==> src/rtl/game_pkg.sv <==
// game_pkg: shared types and constants for the game-flow controller.
//   gameState_t  : FSM state enum with fixed 3-bit encodings (gameState output)
//   BALL_*       : bit positions of each ball in the ballVisible vector
//   PTS_*        : points awarded when a ball of each size disappears
//   fallPoints() : sums the points for every ball that vanished this cycle
package game_pkg;

  localparam int NUM_BALLS = 7;

  typedef enum logic [2:0] {
    IDLE  = 3'd0,
    PLAY  = 3'd1,
    HIT   = 3'd2,
    CLEAR = 3'd3,
    OVER  = 3'd4
  } gameState_t;

  localparam int BALL_HUGE = 0;
  localparam int BALL_BIG1 = 1;
  localparam int BALL_BIG2 = 2;
  localparam int BALL_MED1 = 3;
  localparam int BALL_MED2 = 4;
  localparam int BALL_MED3 = 5;
  localparam int BALL_MED4 = 6;

  localparam logic [7:0] PTS_HUGE   = 8'd10;
  localparam logic [7:0] PTS_BIG    = 8'd20;
  localparam logic [7:0] PTS_MEDIUM = 8'd30;

  // Worst case (all seven fall together) is 10 + 2*20 + 4*30 = 170, fits 8 bits.
  function automatic logic [7:0] fallPoints(input logic [NUM_BALLS-1:0] fell);
    logic [7:0] sum;
    sum = '0;
    for (int i = 0; i < NUM_BALLS; i++) begin
      if (fell[i]) begin
        if (i == BALL_HUGE)      sum = sum + PTS_HUGE;
        else if (i <= BALL_BIG2) sum = sum + PTS_BIG;
        else                     sum = sum + PTS_MEDIUM;
      end
    end
    return sum;
  endfunction

endpackage

==> src/rtl/rise_detect.sv <==
// rise_detect: registered rising-edge detector.
//   clk    : system clock
//   resetN : asynchronous active-low reset (history register cleared)
//   d      : level input
//   rise   : high for the cycle in which d is 1 and was 0 on the previous clock
module rise_detect (
  input  logic clk,
  input  logic resetN,
  input  logic d,
  output logic rise
);

  logic prevD;

  always_ff @(posedge clk or negedge resetN) begin
    if (!resetN) prevD <= 1'b0;
    else         prevD <= d;
  end

  assign rise = d & ~prevD;

endmodule

==> src/rtl/game_flow_controller.sv <==
// game_flow_controller: top-level game-flow FSM around the ball controller.
// Tracks score, lives and level, runs the hit-freeze and level-clear pauses
// (counted in startOfFrame pulses) and declares game over.
// Optional build macro LEVEL_TIMER_EN adds a per-level frame budget and the
// timeLeft output; a timeout behaves exactly like a player hit.
// Ports:
//   clk, resetN     : clock, asynchronous active-low reset
//   startOfFrame    : one-cycle pulse per video frame
//   startKey        : start button (level, edge-detected)
//   ballVisible     : per-ball visible flags (bit0 huge, 1-2 big, 3-6 medium)
//   col_player_ball : player/ball collision (level, edge-detected)
//   unitActive      : ball controller enable, high only in PLAY
//   score, lives, level, gameState, gameOver : game status for display
//   timeLeft        : remaining level frames (LEVEL_TIMER_EN only)
module game_flow_controller #(
  parameter int unsigned LIVES_INIT   = 3,
  parameter int unsigned HIT_FRAMES   = 60,
  parameter int unsigned CLEAR_FRAMES = 90,
  parameter int unsigned SCORE_MAX    = 9999,
  parameter int unsigned LEVEL_FRAMES = 1800
) (
  input  logic        clk,
  input  logic        resetN,
  input  logic        startOfFrame,
  input  logic        startKey,
  input  logic [6:0]  ballVisible,
  input  logic        col_player_ball,
  output logic        unitActive,
  output logic [15:0] score,
  output logic [2:0]  lives,
  output logic [3:0]  level,
  output logic [2:0]  gameState,
`ifdef LEVEL_TIMER_EN
  output logic [10:0] timeLeft,
`endif
  output logic        gameOver
);

  import game_pkg::*;

  localparam int CNT_W = $clog2((HIT_FRAMES > CLEAR_FRAMES ? HIT_FRAMES : CLEAR_FRAMES) + 1);
  localparam logic [CNT_W-1:0] HIT_LAST   = CNT_W'(HIT_FRAMES - 1);
  localparam logic [CNT_W-1:0] CLEAR_LAST = CNT_W'(CLEAR_FRAMES - 1);

  gameState_t           state, nextState;
  logic [CNT_W-1:0]     frameCnt;
  logic                 armed;
  logic [NUM_BALLS-1:0] prevVis;
  logic                 startRise, colRise;
  logic                 playing, timeout, hitEvt, enterPlay;

  function automatic logic [15:0] satAdd(input logic [15:0] a, input logic [7:0] b);
    logic [16:0] s;
    s = {1'b0, a} + {9'd0, b};
    if (s > 17'(SCORE_MAX)) return 16'(SCORE_MAX);
    return s[15:0];
  endfunction

  rise_detect uStartRise (.clk(clk), .resetN(resetN), .d(startKey),        .rise(startRise));
  rise_detect uColRise   (.clk(clk), .resetN(resetN), .d(col_player_ball), .rise(colRise));

  assign playing   = (state == PLAY);
  assign hitEvt    = playing && (colRise || timeout);
  assign enterPlay = (nextState == PLAY) && (state != PLAY);

`ifdef LEVEL_TIMER_EN
  // Timeout fires on the frame pulse that takes timeLeft to zero.
  assign timeout = playing && startOfFrame && (timeLeft <= 11'd1);

  always_ff @(posedge clk or negedge resetN) begin
    if (!resetN) begin
      timeLeft <= 11'(LEVEL_FRAMES);
    end else if (enterPlay && (state != HIT || timeLeft == 11'd0)) begin
      // Fresh budget on every entry except a HIT recovery with time remaining.
      timeLeft <= 11'(LEVEL_FRAMES);
    end else if (playing && startOfFrame && timeLeft != 11'd0) begin
      timeLeft <= timeLeft - 11'd1;
    end
  end
`else
  assign timeout = 1'b0;
`endif

  always_comb begin
    nextState = state;
    case (state)
      IDLE:  if (startRise) nextState = PLAY;
      PLAY: begin
        // A hit outranks a level clear in the same cycle.
        if (hitEvt)                           nextState = (lives <= 3'd1) ? OVER : HIT;
        else if (armed && ballVisible == '0)  nextState = CLEAR;
      end
      HIT:   if (startOfFrame && frameCnt == HIT_LAST)   nextState = PLAY;
      CLEAR: if (startOfFrame && frameCnt == CLEAR_LAST) nextState = PLAY;
      OVER:  if (startRise) nextState = PLAY;
      default: nextState = IDLE;
    endcase
  end

  always_ff @(posedge clk or negedge resetN) begin
    if (!resetN) begin
      state    <= IDLE;
      frameCnt <= '0;
      armed    <= 1'b0;
      prevVis  <= '0;
      score    <= '0;
      lives    <= 3'(LIVES_INIT);
      level    <= 4'd1;
    end else begin
      state   <= nextState;
      prevVis <= ballVisible;

      if (nextState != state)
        frameCnt <= '0;
      else if ((state == HIT || state == CLEAR) && startOfFrame)
        frameCnt <= frameCnt + CNT_W'(1);

      // Balls vanishing outside PLAY are the controller clearing them, not kills.
      if (playing)
        score <= satAdd(score, fallPoints(prevVis & ~ballVisible));

      // armed waits for the first deployed ball so the empty field right after
      // entry (controller deploy latency) is not mistaken for a cleared level.
      if (enterPlay)                   armed <= 1'b0;
      else if (playing && |ballVisible) armed <= 1'b1;

      if (hitEvt) lives <= lives - 3'd1;

      if ((state == IDLE || state == OVER) && startRise) begin
        score <= '0;
        lives <= 3'(LIVES_INIT);
        level <= 4'd1;
      end

      if (state == CLEAR && nextState == PLAY && level != 4'd15)
        level <= level + 4'd1;
    end
  end

  assign unitActive = playing;
  assign gameOver   = (state == OVER);
  assign gameState  = state;

endmodule

==> config.mk <==
export PLATFORM = sky130hd
export DESIGN_NAME = game_flow_controller
export DESIGN_NICKNAME = d
export VERILOG_FILES = /design/src/rtl/game_pkg.sv /design/src/rtl/rise_detect.sv /design/src/rtl/game_flow_controller.sv
export SDC_FILE = /design/constraint.sdc
export NUM_CORES = 1
export LEC_CHECK = 0
export CAP_MARGIN = 5
export CELL_PAD_IN_SITES_DETAIL_PLACEMENT = 1
export CELL_PAD_IN_SITES_GLOBAL_PLACEMENT = 2
export CORE_ASPECT_RATIO = 0.75
export CORE_UTILIZATION = 38
export CTS_BUF_LIST = sky130_fd_sc_hd__clkbuf_8
export DETAILED_ROUTE_END_ITERATION = 6
export GPL_TIMING_DRIVEN = 0
export PLACE_DENSITY_LB_ADDON = 0.1
export SETUP_SLACK_MARGIN = 0.02
export SLEW_MARGIN = 5
export SYNTH_ARGS = -nofsm -noshare
export SYNTH_HDL_FRONTEND = slang
export SYNTH_SLANG_ARGS = --single-unit
==> constraint.sdc <==
create_clock -name clk -period 9.8 [get_ports clk]
set_clock_uncertainty 0.2 [all_clocks]
set_input_delay 1.96 -clock clk [delete_from_list [all_inputs] [get_ports clk]]
set_output_delay 1.96 -clock clk [all_outputs]
set_load 0.02 [all_outputs]
**Yosys cells after proc, flatten, opt, wreduce, memory -nomap -nowiden**

Index checks and enable logic that the tools add are counted.

- Bits in registers: 43
- Bits in latches: 0
- RAM bits: 0
- Memory bits (read-only): 0
- Logic and storage cells: 93
- Memories kept: 0

- $add $sub $neg: 10
- $mul: 0
- Divide/modulo/power cells: 0
- Order comparisons: 2
- Equality and inequality tests: 10
- Shifts and indexed selects: 0
- Multiplexer cells: 35
- Bitwise logic cells: 6
- Reductions and logical operators: 21

Operators with widths:

| cell | count |
|---|---|
| 8-bit 2-to-1 mux | 13 |
| 16-bit 2-to-1 mux | 4 |
| 8-bit by 5-bit adder with 8-bit output (second input constant) | 6 |
| 3-bit 2-to-1 mux | 8 |
| 16-bit by 8-bit adder with 17-bit output | 1 |
| 17-bit by 14-bit greater-than comparator with 1-bit output (second input constant) | 1 |
| 7-bit 2-to-1 mux | 2 |
| 4-bit 2-to-1 mux | 3 |
| 3-bit one-hot mux with 4 select lines | 1 |
| 1-bit logical AND | 10 |
| 2-bit nonzero test | 5 |
| 7-bit by 1-bit adder with 7-bit output (second input constant) | 1 |
| 7-bit bitwise AND | 1 |
| 7-bit by 6-bit equality test with 1-bit output (second input constant) | 1 |
| 7-bit equality test (second input constant) | 1 |
| 7-bit logical NOT | 1 |
| 7-bit inverter | 1 |
| 7-bit OR reduction | 1 |
| 3-bit by 1-bit equality test with 1-bit output (second input constant) | 2 |
| 3-bit by 2-bit equality test with 1-bit output (second input constant) | 2 |
| 4-bit by 1-bit adder with 4-bit output (second input constant) | 1 |
| 1-bit 2-to-1 mux | 4 |
| 4-bit != test (second input constant) | 1 |
| 3-bit equality test (second input constant) | 1 |
| other kinds (9) | 12 |

**Depth between registers and ports, before layout**

- Depth in word-level cells: 29
- Mapped depth: 26
- Gate-level depth less buffers: 25

**Hierarchy**

From an unflattened synthesis, not the netlist that was laid out.

- Cells, all modules: 354
- Area, all modules: 3195.6 µm²

Modules (own cells, without submodules):

| module | instances | cells each | area each (µm²) |
|---|---|---|---|
| game_flow_controller | 1 | 350 | 3118.0 |
| rise_detect | 2 | 2 | 38.8 |

**Least setup slack after synthesis**

No wires, ideal clock.

- Kind: in2reg
- From: input port ballVisible[1]
- To: register score[7]
- Setup time: 0.122 ns
- Arrival: 6.903 ns
- Required time: 9.478 ns
- Setup slack: 2.575 ns
- Stages on the path: 24
- Buffers on the path: 0
- Cell sequence: and2b_1 xnor2_1 inv_1 ha_1 nand2_1 o21ai_1 ha_1 mux2_2 ha_1 and3_1 o21ai_1 o31ai_4 a21oi_2 xnor2_1 ha_1 a21oi_1 inv_2 a31oi_1 o22ai_1 or4b_1 a211oi_1 nor3_2 and2_1 a32o_1

- Longest elaborated chain between the ends: 26

Ends and longest elaborated chain:

| item | RTL line | source |
|---|---|---|
| start: declaration | game_flow_controller.sv:26 | `input logic [6:0] ballVisible,` |
| 7-bit inverter * | game_flow_controller.sv:120 | `score <= satAdd(score, fallPoints(prevVis & ~ballVisible));` |
| 7-bit bitwise AND * | game_flow_controller.sv:120 |  |
| 8-bit 2-to-1 mux * | game_pkg.sv:35 | `if (fell[i]) begin` |
| 8-bit 2-to-1 mux * | game_flow_controller.sv:119 | `if (playing)` |
| 8-bit by 5-bit adder with 8-bit output | game_pkg.sv:37 | `else if (i <= BALL_BIG2) sum = sum + PTS_BIG;` |
| 8-bit 2-to-1 mux * | game_pkg.sv:35 |  |
| 8-bit 2-to-1 mux * | game_flow_controller.sv:119 |  |
| 8-bit by 5-bit adder with 8-bit output | game_pkg.sv:38 | `else sum = sum + PTS_MEDIUM;` |
| (+10 left out) | n/a |  |
| 8-bit 2-to-1 mux * | game_flow_controller.sv:119 |  |
| 16-bit by 8-bit adder with 17-bit output * | game_flow_controller.sv:54 | `s = {1'b0, a} + {9'd0, b};` |
| 17-bit by 14-bit greater-than comparator with 1-bit output | game_flow_controller.sv:55 | `if (s > 17'(SCORE_MAX)) return 16'(SCORE_MAX);` |
| 1-bit 2-to-1 mux | game_flow_controller.sv:55 |  |
| 1-bit 2-to-1 mux | game_flow_controller.sv:119 |  |
| 16-bit 2-to-1 mux * | game_flow_controller.sv:56 | `return s[15:0];` |
| 16-bit 2-to-1 mux * | game_flow_controller.sv:119 |  |
| 16-bit 2-to-1 mux * | game_flow_controller.sv:129 | `if ((state == IDLE \|\| state == OVER) && startRise) begin` |
| end signal: assignment | game_flow_controller.sv:120 |  |
| end: declaration | game_flow_controller.sv:29 | `output logic [15:0] score,` |

Every way passes the cells marked *; elsewhere a longest branch is shown, timed or not. The select of a mux whose other input is x is not followed.
A chain may end at the register's enable or synchronous reset.

**Worst setup path in the final report**

- From: input port ballVisible[1]
- To: register score[10]

Same word-level chain as after synthesis.

==> flow_summary.rst <==
.. list-table::
   :header-rows: 1

   * - Metric
     - Value
   * - Weighted congestion at the end of routability-driven global placement
     - 0.797
   * - Total of cells resized after clock tree synthesis
     - 0
   * - Wire length of the first global-routing pass
     - 13,400 um
   * - GRT Overall Usage
     - 19.9%
   * - Post-synth EDFFs
     - 0
   * - Max frequency
     - 117 MHz
   * - Fraction of final layout cells sized beyond drive strength 1
     - 7.54%
   * - Pwr per Cell Area
     - 223 mW/mm^2
   * - Mean routed wirelength per cell
     - 15.5 um
   * - Routed wire length
     - 7790 um
   * - Syn-to-layout area delta
     - 20.9%
   * - TritonCTS clock tree
     - done
   * - Core Rows
     - 28
   * - Area enclosed by the die boundary
     - 0.00858 mm^2
   * - Post-route DRC
     - 0
   * - Number of violations of the max-capacitance limit
     - 0
   * - Number of register bits inferred by synthesis
     - 43
   * - Instance count after placement with tap cells included
     - ~500
   * - PortBufs
     - 39
   * - Fraction of synthesis flops using an asynchronous set or reset pin
     - 100%
   * - Number of antenna repair diodes
     - 0
   * - Remaining Overflow, GRT
     - 0
   * - Primary flip-flop cell chosen by synthesis mapping
     - sky130_fd_sc_hd__dfrtp_1
   * - Crit share post-route
     - between 80 and 90%
   * - Pin count of the biggest net entering global routing
     - 37
   * - Worst-path fanout max
     - 10
   * - Number of synthesis warnings
     - 0
   * - Initial antenna violation count
     - 0
   * - Core Region
     - between 0.007 and 0.008 mm^2
   * - Buffer count from post-CTS setup fixing
     - 0
   * - Worst path setup slack after routing
     - 1.28 ns
   * - Count of nets left with antenna violations after detail routing
     - 0
   * - Highest-count cells in the layout ignoring fill and taps
     - sky130_fd_sc_hd__dfrtp_1 (40), sky130_fd_sc_hd__clkdlybuf4s50_1 (38), sky130_fd_sc_hd__nand2_1 (35)
   * - Pre-Repair DR Iteration Count
     - 4
   * - Endpoint class of the critical path
     - register
   * - CTS H-tree lvls
     - 2
   * - Most common cell after layout, fill and taps aside
     - sky130_fd_sc_hd__dfrtp_1
   * - Syn Nets
     - 381
   * - Fillers
     - between 900 and 1,000
   * - Sequential area share after synthesis
     - approximately 35%
   * - Half-perimeter wire length after detailed placement
     - roughly 6100 um
   * - Number of endpoints failing setup at the final stage
     - 0
   * - Die Height
     - 80.5 um
   * - Vias in the first global route
     - 2,693
   * - Critical path type
     - input pin to register
   * - RSZ-0062 raised after global routing
     - false
   * - Run status
     - completed
   * - Final-report max-slew violation count
     - 0
   * - Clock sinks
     - 43
   * - Initial core utilization
     - 39.4%
   * - Clock buffer count from CTS
     - 5
   * - Number of distinct library cells after synthesis
     - 66
   * - Place WS
     - roughly 1.0 ns
   * - Buffer levels on the longest clock path
     - 2
   * - Endpoint arrival time on the critical path
     - around 8.5 ns
   * - Hold_buf cts
     - 0
   * - Type of the worst min-delay path
     - register to register
   * - Minimum period implied by the final worst setup slack
     - around 8.5 ns
   * - Width of the die
     - 107 um
   * - Via count
     - 2,692
   * - Setup total negative slack
     - 0 ns
   * - Critical Path Source Type
     - input pin
   * - Instance count of the mapped netlist
     - between 300 and 400
   * - Post-synthesis area per instance
     - 8.91 um^2
   * - Number of nets at the end of the flow
     - 428
   * - Clk Latency, worst-skew pair
     - 0.31 ns
   * - Routed via count divided by cell count
     - 5.35
   * - Filler-free cell count of the finished design
     - 503
   * - Required @ worst endpoint
     - approximately 9.7 ns
   * - CTS clk-pin slew, worst paths
     - 0.10 ns
   * - DRC marker count from the first detailed-route iteration
     - 97
   * - Count of boundary I/O pins
     - 40
   * - Normalized max-slew margin
     - 30.8%
   * - Hold Vio Cnt, Final
     - 0
   * - Transition time of the tightest slew-check pin
     - 1.03 ns
   * - Static leakage power
     - 1.61 nW
   * - IR Drop Worst-Case VDD
     - 0.000114 V
   * - Combined area of all synthesized cells
     - 0.00312 mm^2
   * - Root Driver
     - sky130_fd_sc_hd__clkbuf_8
critical path, stage by stage:
cell and delay, ns:
sky130_fd_sc_hd__clkdlybuf4s50_1 0.52, sky130_fd_sc_hd__and2b_1 0.28, sky130_fd_sc_hd__xnor2_1 0.48, sky130_fd_sc_hd__inv_1 0.10, sky130_fd_sc_hd__ha_1 0.32, sky130_fd_sc_hd__nand2_1 0.05, sky130_fd_sc_hd__o21ai_1 0.18, sky130_fd_sc_hd__ha_1 0.30
sky130_fd_sc_hd__mux2_2 0.28, sky130_fd_sc_hd__ha_1 0.28, sky130_fd_sc_hd__and3_1 0.20, sky130_fd_sc_hd__o21ai_1 0.24, sky130_fd_sc_hd__o31ai_4 0.12, sky130_fd_sc_hd__a311oi_1 0.43, sky130_fd_sc_hd__xor2_1 0.13, sky130_fd_sc_hd__ha_1 0.29
sky130_fd_sc_hd__clkbuf_1 0.30, sky130_fd_sc_hd__nand3_1 0.12, sky130_fd_sc_hd__o22ai_1 0.36, sky130_fd_sc_hd__nand2_1 0.19, sky130_fd_sc_hd__a211o_1 0.30, sky130_fd_sc_hd__nor3_2 0.56, sky130_fd_sc_hd__and2_1 0.34, sky130_fd_sc_hd__a221oi_1 0.12
logic make-up (layout without fill, tap and decap cells):
group	after synthesis	count (layout)	share of synthesized area, %
simple gates	131	131	21.6
compound gates	87	87	19.7
flops	43	43	34.6
xor+xnor	36	36	11.2
buf+inv	30	78	3.65
fa+ha+maj	19	19	7.86
mux	4	4	1.32
layout make-up:
type	instances	area [um^2]	share of cell area, %
well taps	105	131	3.48
repair buffers	40	405	10.7
plain buffers	10	38.8	1.03
inverters	20	75.1	1.99
multi-input cells	277	1930	51.1
clock inverters	3	46.3	1.23
flip-flops and latches	43	1080	28.6
clock buffers	5	68.8	1.82
synth_stat cells, drive strengths merged, types with 4 or more instances:
| cell type | n | share of area (%) |
|---|---|---|
| clkbuf | 9 | 1.1 |
| o21a | 5 | 1.2 |
| a21oi | 19 | 3.2 |
| a21o | 5 | 1.2 |
| ha | 18 | 7.2 |
| nor3 | 9 | 1.6 |
| dfrtp | 40 | 32 |
| or3 | 4 | 0.96 |
| and2 | 5 | 1.0 |
| xor2 | 15 | 4.7 |
| nand2 | 35 | 4.2 |
| nor2b | 6 | 1.4 |
| nand3 | 8 | 1.3 |
| nand2b | 9 | 1.8 |
| xnor2 | 21 | 6.5 |
| inv | 20 | 2.4 |
| and3 | 5 | 1.0 |
| a31oi | 12 | 2.6 |
| nor2 | 34 | 4.1 |
| o21ai | 17 | 2.8 |
final timing paths:
kind                                       from                    end  slack (ns)  cells after the start
min in group asynchronous                resetN  score[14]$_DFFE_PN0P_        1.28                      1
max in group asynchronous                resetN   lives[0]$_DFFE_PN1P_        7.60                      2
hold reg to reg            level[0]$_DFFE_PN1P_   level[0]$_DFFE_PN1P_        0.31                      1
hold / removal             level[0]$_DFFE_PN1P_   level[0]$_DFFE_PN1P_        0.31                      1
setup / recovery                 ballVisible[1]  score[10]$_DFFE_PN0P_        1.28                     24
setup reg to reg           prevVis[1]$_DFF_PN0_  score[10]$_DFFE_PN0P_        3.11                     23
report_power, final:
group / switching, W / total [W] / internal, W
logic: 0.000259 / 0.000443 / 0.000184
registers: 0.0000331 / 0.000251 / 0.000218
clock network: 0.0000705 / 0.000147 / 0.0000769
total: 0.000362 / 0.000841 / 0.000479
metal layers:
layer	global-route usage (%)	vias up	wire (um)
li1	-	1330	-
met1	28.8	1320	4180
met2	30.3	35	3310
met3	3.08	7	216
met4	5.75	0	87
met5	0	-	0
per-stage QoR:
step	util, %	instance area [um^2]	total power [W]	hold WS [ns]
after global routing	47.6	3770	0.000911	0.320
after global placement	46.0	3640	0.000689	0.296
after floorplan	-	3120	0.000549	0.315
after detailed placement	46.2	3660	0.000701	0.296
after CTS	47.6	3770	0.000853	0.311
final	47.6	3770	0.000841	0.309
state kept, by name (all words and copies together) (netlist names):
register          flops
score                16
frameCnt              7
prevVis               7
level                 4
gameState             3
lives                 3
armed                 1
uColRise.prevD        1
uStartRise.prevD      1
Power figures use the tool's default switching activity.
